File: config.mk
export PLATFORM = sky130hd
export DESIGN_NAME = conv_pool_out
export DESIGN_NICKNAME = d
export VERILOG_FILES = /design/src/rtl/conv_pool_out.sv
export SDC_FILE = /design/constraint.sdc
export NUM_CORES = 1
export LEC_CHECK = 0
export CAP_MARGIN = 25
export CELL_PAD_IN_SITES_DETAIL_PLACEMENT = 0
export CELL_PAD_IN_SITES_GLOBAL_PLACEMENT = 1
export CORE_MARGIN = 1
export CORE_UTILIZATION = 46
export CTS_BUF_LIST = sky130_fd_sc_hd__clkbuf_4 sky130_fd_sc_hd__clkbuf_8
export CTS_CLUSTER_SIZE = 8
export DETAILED_ROUTE_END_ITERATION = 6
export GPL_ROUTABILITY_DRIVEN = 0
export PLACE_DENSITY_LB_ADDON = 0.2
export SYNTH_ARGS = -nofsm -noshare
export SYNTH_HDL_FRONTEND = slang
export SYNTH_SLANG_ARGS = --single-unit
File: constraint.sdc
create_clock -name clk -period 2.7 [get_ports clk]
set_input_delay 0.405 -clock clk [delete_from_list [all_inputs] [get_ports clk]]
set_output_delay 0.405 -clock clk [all_outputs]
set_load 0.02 [all_outputs]
File: src/rtl/conv_pool_out.sv
// conv_pool_out: output stage for the conv_8_4 engine.
// Optional ReLU, 2:1 signed max pooling per frame (an odd tail sample passes
// alone), and a DEPTH-entry {data, last} output FIFO.
// Optional feature macro: CONV_POOL_RELU_EN (clamp inputs to max(x, 0)).
//
// Handshake: a transfer happens on a rising edge where valid && ready.
// valid never waits on ready. s_ready_y is derived from registered count
// only. m_data_out_p/m_last_p hold steady while m_valid_p=1 and m_ready_p=0.
module conv_pool_out #(
  parameter int WIDTH     = 18,
  parameter int FRAME_LEN = 5,
  parameter int DEPTH     = 2
) (
  input  logic                    clk,
  input  logic                    reset,
  input  logic signed [WIDTH-1:0] s_data_in_y,
  input  logic                    s_valid_y,
  output logic                    s_ready_y,
  output logic signed [WIDTH-1:0] m_data_out_p,
  output logic                    m_valid_p,
  input  logic                    m_ready_p,
  output logic                    m_last_p,
  output logic                    dbg_state
);

  localparam int IDX_W = (FRAME_LEN > 1) ? $clog2(FRAME_LEN) : 1;
  localparam int PTR_W = (DEPTH > 1) ? $clog2(DEPTH) : 1;
  localparam int CNT_W = $clog2(DEPTH + 1);
  localparam logic [IDX_W-1:0] LAST_IDX = IDX_W'(FRAME_LEN - 1);
  localparam logic [PTR_W-1:0] LAST_PTR = PTR_W'(DEPTH - 1);
  localparam logic [CNT_W-1:0] FULL_CNT = CNT_W'(DEPTH);

  typedef enum logic {PAIR_A = 1'b0, PAIR_B = 1'b1} state_t;

  state_t                  state_q;
  logic [IDX_W-1:0]        idx_q;
  logic signed [WIDTH-1:0] hold_q;
  logic                    ready_en_q;

  logic signed [WIDTH-1:0] mem_data [DEPTH];
  logic                    mem_last [DEPTH];
  logic [PTR_W-1:0]        wr_ptr_q;
  logic [PTR_W-1:0]        rd_ptr_q;
  logic [CNT_W-1:0]        count_q;
  logic signed [WIDTH-1:0] last_pop_q;

  logic signed [WIDTH-1:0] x_in;
  logic                    is_tail;
  logic                    in_fire;
  logic                    push;
  logic                    pop;
  logic signed [WIDTH-1:0] push_data;

  // Input conditioning, pairing decision and FIFO push/pop strobes.
  always_comb begin
`ifdef CONV_POOL_RELU_EN
    x_in = (s_data_in_y < 0) ? '0 : s_data_in_y;
`else
    x_in = s_data_in_y;
`endif
    is_tail   = (idx_q == LAST_IDX);
    in_fire   = s_valid_y && s_ready_y;
    push      = in_fire && ((state_q == PAIR_B) || is_tail);
    push_data = x_in;
    if (state_q == PAIR_B) begin
      // Tie keeps the hold value; the result is the same either way.
      push_data = (hold_q >= x_in) ? hold_q : x_in;
    end
    pop = m_valid_p && m_ready_p;
  end

  // Pair state machine: frame index, hold register and pairing state.
  always_ff @(posedge clk or negedge reset) begin
    if (!reset) begin
      state_q <= PAIR_A;
      idx_q   <= '0;
      hold_q  <= '0;
    end else if (in_fire) begin
      idx_q <= is_tail ? '0 : idx_q + 1'b1;
      case (state_q)
        PAIR_A: begin
          if (!is_tail) begin
            hold_q  <= x_in;
            state_q <= PAIR_B;
          end
        end
        PAIR_B: state_q <= PAIR_A;
        default: state_q <= PAIR_A;
      endcase
    end
  end

  // Keeps s_ready_y low during reset and for the release cycle.
  always_ff @(posedge clk or negedge reset) begin
    if (!reset) ready_en_q <= 1'b0;
    else        ready_en_q <= 1'b1;
  end

  // Output FIFO storage, pointers, occupancy and last popped value.
  always_ff @(posedge clk or negedge reset) begin
    if (!reset) begin
      for (int i = 0; i < DEPTH; i++) begin
        mem_data[i] <= '0;
        mem_last[i] <= 1'b0;
      end
      wr_ptr_q   <= '0;
      rd_ptr_q   <= '0;
      count_q    <= '0;
      last_pop_q <= '0;
    end else begin
      if (push) begin
        mem_data[wr_ptr_q] <= push_data;
        mem_last[wr_ptr_q] <= is_tail;
        wr_ptr_q <= (wr_ptr_q == LAST_PTR) ? '0 : wr_ptr_q + 1'b1;
      end
      if (pop) begin
        last_pop_q <= mem_data[rd_ptr_q];
        rd_ptr_q   <= (rd_ptr_q == LAST_PTR) ? '0 : rd_ptr_q + 1'b1;
      end
      case ({push, pop})
        2'b10:   count_q <= count_q + 1'b1;
        2'b01:   count_q <= count_q - 1'b1;
        default: count_q <= count_q;
      endcase
    end
  end

  assign m_valid_p    = (count_q != '0);
  assign m_data_out_p = m_valid_p ? mem_data[rd_ptr_q] : last_pop_q;
  assign m_last_p     = m_valid_p ? mem_last[rd_ptr_q] : 1'b0;
  assign s_ready_y    = ready_en_q && (count_q < FULL_CNT);
  assign dbg_state    = state_q;

endmodule

==> results of run 1 <==
==> cell usage in the layout (no fill, tap or decap), drive strengths merged, types with 17 or more instances in the layout <==
master         instances
inv                   29
a31oi                 36
o21ai                 31
clkdlybuf4s50         42
nand2                 30
ha                    21
dfrtp                 83
a21oi                 26
nand4                 23
o31ai                 18
mux2i                 19
nor2                  62
mux2                  17
buf                   51
==> routing by layer <==
| layer | global-route usage [%] | up-vias | wire length (um) |
|---|---|---|---|
| met5 | 0 | - | 0 |
| met3 | 3.621 | 9 | 328 |
| li1 | - | 1739 | - |
| met1 | 33.96 | 1623 | 5200 |
| met2 | 29.61 | 72 | 4129 |
| met4 | 5.686 | 0 | 88 |
==> sequential cells by signal, indices dropped and copies added (netlist names) <==
register,flops
mem_data,36
wr_ptr_q,1
last_pop_q,18
count_q,2
mem_last,2
hold_q,18
ready_en_q,1
idx_q,3
dbg_state,1
rd_ptr_q,1
==> metrics by stage <==
step                setup slack [ns]  instances
CTS                          0.03916        653
global placement             -0.2899        637
floorplan                     0.3618        445
detailed placement           -0.3379        637
global route                 0.01582        654
finish                        0.1355        654
==> power by group through the flow <==
stage / clock network [mW] / logic (mW) / registers [mW]
floorplan: 0 / 2.67 / 2.18
global placement: 0 / 4.00 / 2.25
detailed placement: 0 / 4.08 / 2.29
CTS: 1.05 / 4.09 / 2.27
global route: 1.10 / 4.51 / 2.35
finish: 1.03 / 4.10 / 2.26
==> worst paths after layout <==
path,cells past startpoint,endpoint
max in group asynchronous,2,last_pop_q[9]
min in group clk,2,last_pop_q[7]
worst max register to register,9,mem_data[34]
worst min-delay path,1,count_q[0]
worst max-delay path,11,mem_data[34]
worst min register to register,2,last_pop_q[7]
==> what timing repair did <==
| item | CTS | global route |
|---|---|---|
| setup buffers | 0 | 1 |
| resized for setup | 0 | 3 |
| hold buffers | 0 | 0 |
| setup endpoints to repair | 0 | 35 |
==> cell families after synthesis <==
group / Yosys count
flip-flops: 83
adder cells (fa/ha/maj): 21
XOR/XNOR: 5
buffers and inverters: 57
other: 1
AND/OR/NAND/NOR: 125
multiplexers: 36
AO/OA/AOI/OAI: 117
==> worst max-delay path: cells and delay by family <==
family | cells | cell delay [ns]
simple gates | 3 | 0.83
compound gates | 3 | 0.44
fa+ha+maj | 1 | 0.31
buf+inv | 4 | 0.85
==> area by class of cell <==
| type | count | area share [%] |
|---|---|---|
| flip-flops and latches | 83 | 37.18 |
| inverters | 28 | 1.881 |
| clock buffers | 11 | 2.598 |
| multi-input cells | 305 | 37.98 |
| repair buffers | 93 | 15.95 |
| clock inverters | 5 | 1.523 |
| well taps | 129 | 2.889 |
==> impl_metrics.yaml, run 1 <==
synthesis:
  synth_edf_count: 0
  yosysTopAreaCell: "dfrtp_1"
  yosys-top-cells-count: "dfrtp_1, nor2_1, a31oi_1, nand2_1, o21ai_0"
  synth_top_family_by_area: "compound AO/OA/AOI/OAI gates"
  synth.cell_area_um2: 4457
  synth_fa_ha_area_share_pct: 5.896
  synth.most_common_cell: "dfrtp_1"
  synth_top_area_share_pct: 46.60
  synthFlopType: "dfrtp_1"
  synth_compound_area_share_pct: 18.95
  async_flop_share_pct: 100.0
  synth_xor_area_share_pct: 0.9826
  yosysSeqAreaShare_pct: 46.60
  ys_seq_elements: 83
  synthSimpleGateAreaFrac_pct: 12.91
  syn_nets: 488
  yosys_warnings: 0
  synth_area_leaders: "dfrtp_1, ha_1, nor2_1"
  syn_inst: 445
  synth_mux_area_share_pct: 8.563
  syn_avg_cell_area_um2: 10.02
  yosysUniqueCellTypes: 37
floorplanning:
  start_util_pct: 47.78
  die_x_um: 100.4
  dieArea_um2: 10090
  die_h_um: 100.4
  core_um2: 9328
  num_rows: 35
  ios: 44
power_and_ir_drop:
  netSwitchingFraction_pct: 41.52
  combPwrFrac_pct: 55.4
  power_frac_seq_pct: 30.6
  ir_worst_vdd_mv: 0.5802
  p_int_mw: 4.327
  clockPowerShare_pct: 14.0
  p_per_area_nw_per_um2: 1324
  finalPower_mw: 7.399
  cellLeakagePower_nw: 2.489
  p_switching_mw: 3.072
outcome:
  status: "finished clean"
sta:
  fin_crit_sh_pct: 94.98
  period_needed_ns: 2.565
  holdWs_ns: 0.007917
  rsz0062_at_grt: "no"
  hold_viol: 0
  finalSetupTns_ns: 0
  finalClockSkew_ns: 0.01035
  drv_slew: 0
  fmax_mhz: 389.9
  setup_violations: 0
critical_path:
  critPathArrivalTime_ns: 2.84
  r2r-start: "hold_q[12]"
  crit_type: "input port to register"
  slowest_delay_ns: 0.49
  cp_max_fo: 13
  required_ns: 2.97
  startpoint: "s_data_in_y[13]"
  crit_chain: "clkdlybuf4s50_1 -> inv_1 -> ha_1 -> nand4_1 -> nor4_4 -> a221oi_2 -> buf_4 -> nor2_4 -> o31ai_1 -> buf_4 -> a31oi_1"
  startpoint_type: "input port"
  cp_slowest_cell: "clkdlybuf4s50_1"
  worstSetupEndpointType: "register"
  path_common_cell: "buf_4"
  reg2reg_slack_ns: 0.29
route:
  detail_route.iter0.violations: 130
  wl_per_cell_um: 14.90
  drt-pass1-iter-count: 4
  wirelength_mm: 9.745
  drc_errors: 0
  viasPerCell: 5.265
  dr_total_vias: 3443
  ant_nets: 0
layout:
  final-seq-area_um2: 2077
  antenna_cells: 0
  nNetsFinal: 563
  fin_util_pct: 59.89
  design_area_um2: 5587
  multiInputGateArea_um2: 2122
  area_growth_pct: 25.35
  layout-drive-gt1-share_pct: 19.43
  fill_cells: 845
global_route:
  first_global_vias: 3202
  gr-total-overflow: 0
  grt_max_degree: 49
  grt_antenna_before_repair: 0
  grt_pass1_wl_mm: 16.46
  grt_usage_pct: 21.35
clock_tree:
  cts_buffers: 9
  cts.sinks: 83
  cts_tree: "built"
  cts_root_buf: "clkbuf_8"
  cts_max_level: 3
  clk_latency_ns: 0.36
  clk_pin_slew_worst_paths_ns: 0.09
  max-clock-path-buffers: 2
place:
  port_buffers: 43
  hpwl_mm: 7.327
  postPlaceCellArea_um2: 5341
flow_run:
  maxCapViolCount: 0
min_path:
  hp-class: "input port to async pin"
Note: power is estimated with default switching activity, not from simulation.
==> run 2: changes to the inputs <==
--- a/config.mk
+++ b/config.mk
@@ -5,11 +5,12 @@
 export SDC_FILE = /design/constraint.sdc
 export NUM_CORES = 1
 export LEC_CHECK = 0
+export ABC_AREA = 1
 export CAP_MARGIN = 25
 export CELL_PAD_IN_SITES_DETAIL_PLACEMENT = 0
 export CELL_PAD_IN_SITES_GLOBAL_PLACEMENT = 1
 export CORE_MARGIN = 1
-export CORE_UTILIZATION = 46
+export CORE_UTILIZATION = 31
 export CTS_BUF_LIST = sky130_fd_sc_hd__clkbuf_4 sky130_fd_sc_hd__clkbuf_8
 export CTS_CLUSTER_SIZE = 8
 export DETAILED_ROUTE_END_ITERATION = 6
==> impl_metrics.yaml, run 2 <==
place:
  port_buffers: 43
  pre_cts_slack_ns: -0.07987
  postPlaceCellArea_um2: 5165
  dp.cells: 801
  hpwl_mm: 7.549
synthesis:
  synth.most_common_cell: "nand2_1"
  synthFlopType: "dfrtp_1"
  synth_mux_area_share_pct: 0
  synth_area_leaders: "dfrtp_1, nand2_1, nand3_1"
  yosysTopAreaCell: "dfrtp_1"
  yosysSeqAreaShare_pct: 46.34
  syn_avg_cell_area_um2: 7.596
  synth_fa_ha_area_share_pct: 5.863
  yosys_warnings: 0
  yosysUniqueCellTypes: 27
  async_flop_share_pct: 100.0
  syn_nets: 633
  ys_seq_elements: 83
  synth_xor_area_share_pct: 0.5863
  synth_edf_count: 0
  synthSimpleGateAreaFrac_pct: 30.35
  synth_top_family_by_area: "simple AND/OR/NAND/NOR gates"
  synth_top_area_share_pct: 46.34
  synth.cell_area_um2: 4482
  yosys-top-cells-count: "nand2_1, dfrtp_1, inv_1, nand3_1, o21ai_0"
  syn_inst: 590
  synth_compound_area_share_pct: 8.068
flow_run:
  maxCapViolCount: 0
global_route:
  gr-total-overflow: 0
  grt_usage_pct: 15.95
  grt_max_degree: 55
  grt_antenna_before_repair: 0
  grt_pass1_wl_mm: 18.35
  first_global_vias: 3567
sta:
  fin_crit_sh_pct: 93.00
  finalSetupTns_ns: 0
  drv_slew: 0
  relSlewSlack_pct: 50.87
  setup_violations: 0
  holdWs_ns: 0.1011
  period_needed_ns: 2.511
  finalClockSkew_ns: 0.009876
  worst_pin_slew_ns: 0.7369
  fmax_mhz: 398.3
  setup_ws_ns: 0.1891
  hold_viol: 0
  rsz0062_at_grt: "no"
layout:
  reg.largest.list: "mem_data x36, hold_q x18, last_pop_q x18"
  antenna_cells: 0
  fill_cells: 1520
  design_area_um2: 5356
  fin_util_pct: 38.29
  final_common_cell: "nand2_1"
  final-instance-count-excl-fill: 816
  largest_register_ffs: 36
  nNetsFinal: 675
  top_register: "mem_data"
  multiInputGateArea_um2: 2017
  final-seq-area_um2: 2077
  final_cell_mix: "nand2_1, dfrtp_1, inv_1"
  area_growth_pct: 19.51
  layout-drive-gt1-share_pct: 7.233
route:
  drc_errors: 0
  wirelength_mm: 10.56
  drt-pass1-iter-count: 4
  detail_route.iter0.violations: 217
  ant_nets: 0
  viasPerCell: 4.501
  wl_per_cell_um: 12.94
  dr_total_vias: 3673
clock_tree:
  cts.sinks: 83
  postCtsSetupBuffers: 0
  cts_max_level: 3
  cts_root_buf: "clkbuf_8"
  clk_latency_ns: 0.36
  clk_pin_slew_worst_paths_ns: 0.09
  cts_buffers: 9
  cts_tree: "built"
  max-clock-path-buffers: 2
floorplanning:
  start_util_pct: 32.04
  num_rows: 43
  dieArea_um2: 14940
  core_um2: 13990
  die_x_um: 122.2
  ios: 44
  die_h_um: 122.2
power_and_ir_drop:
  ir_worst_vdd_mv: 0.4828
  netSwitchingFraction_pct: 43.79
  clockPowerShare_pct: 14.0
  combPwrFrac_pct: 53.4
  power_frac_seq_pct: 32.6
  p_per_area_nw_per_um2: 1182
  p_int_mw: 3.558
  cellLeakagePower_nw: 2.770
  finalPower_mw: 6.330
  p_switching_mw: 2.772
critical_path:
  crit_type: "register to output pin"
  cp_max_fo: 38
  worstSetupEndpointType: "output pin"
  critPathArrivalTime_ns: 2.11
  startpoint_type: "register"
  required_ns: 2.30
outcome:
  status: "finished clean"
min_path:
  hp-class: "input port to async pin"
==> run 2: repair_timing <==
action / CTS / global route
resized for setup: 0 / 2
setup endpoints to repair: 0 / 2
hold buffers: 0 / 0
==> run 2: logic make-up (layout without fill, tap and decap cells) <==
| group | after synthesis | count (layout) |
|---|---|---|
| flip-flops | 83 | 83 |
| buffers and inverters | 98 | 144 |
| XOR/XNOR | 3 | 3 |
| AO/OA/AOI/OAI | 70 | 70 |
| AND/OR/NAND/NOR | 314 | 314 |
| adder cells (fa/ha/maj) | 21 | 21 |
| other | 1 | 1 |
==> run 2: worst paths after layout <==
check,from,slack (ns),to,depth (start not counted)
min in group clk,mem_data[25],0.48,mem_data[25],2
worst min register to register,mem_data[25],0.48,mem_data[25],2
worst min-delay path,reset,0.10,idx_q[1],1
worst max register to register,hold_q[9],0.59,mem_data[13],11
max in group asynchronous,reset,1.98,last_pop_q[12],2
worst max-delay path,count_q[0],0.19,m_data_out_p[0],5
==> run 2: final cells by class <==
| cell class | count | share of cell area, % |
|---|---|---|
| clock inverters | 5 | 1.028 |
| multi-input cells | 409 | 37.65 |
| well taps | 180 | 4.205 |
| inverters | 74 | 5.186 |
| clock buffers | 10 | 2.453 |
| flip-flops and latches | 83 | 38.78 |
| repair buffers | 55 | 10.70 |
==> run 2: worst max-delay path, stage by stage (launching register included) <==
cell             delay, ns
dfrtp_1               0.42
nor2_1                0.16
inv_1                 0.06
buf_4                 0.23
o21ai_0               0.23
clkdlybuf4s50_1       0.64
==> run 2: power by group through the flow <==
stage                     sequential (mW)  combinational [mW]  clock (mW)
after CTS                            2.07                3.44       0.932
after detailed placement             2.09                3.42           0
after floorplan                      2.04                2.25           0
final                                2.06                3.38       0.885
after global routing                 2.13                3.85       0.979
after global placement               2.08                3.39           0
==> run 2: per-layer routing <==
metal / vias to the layer above / wire, um / GRT usage (%)
met5: - / 0 / 0
met4: 0 / 169 / 6.402
met1: 1679 / 5740 / 24.84
li1: 1917 / - / -
met2: 66 / 4263 / 21.66
met3: 11 / 386 / 2.370
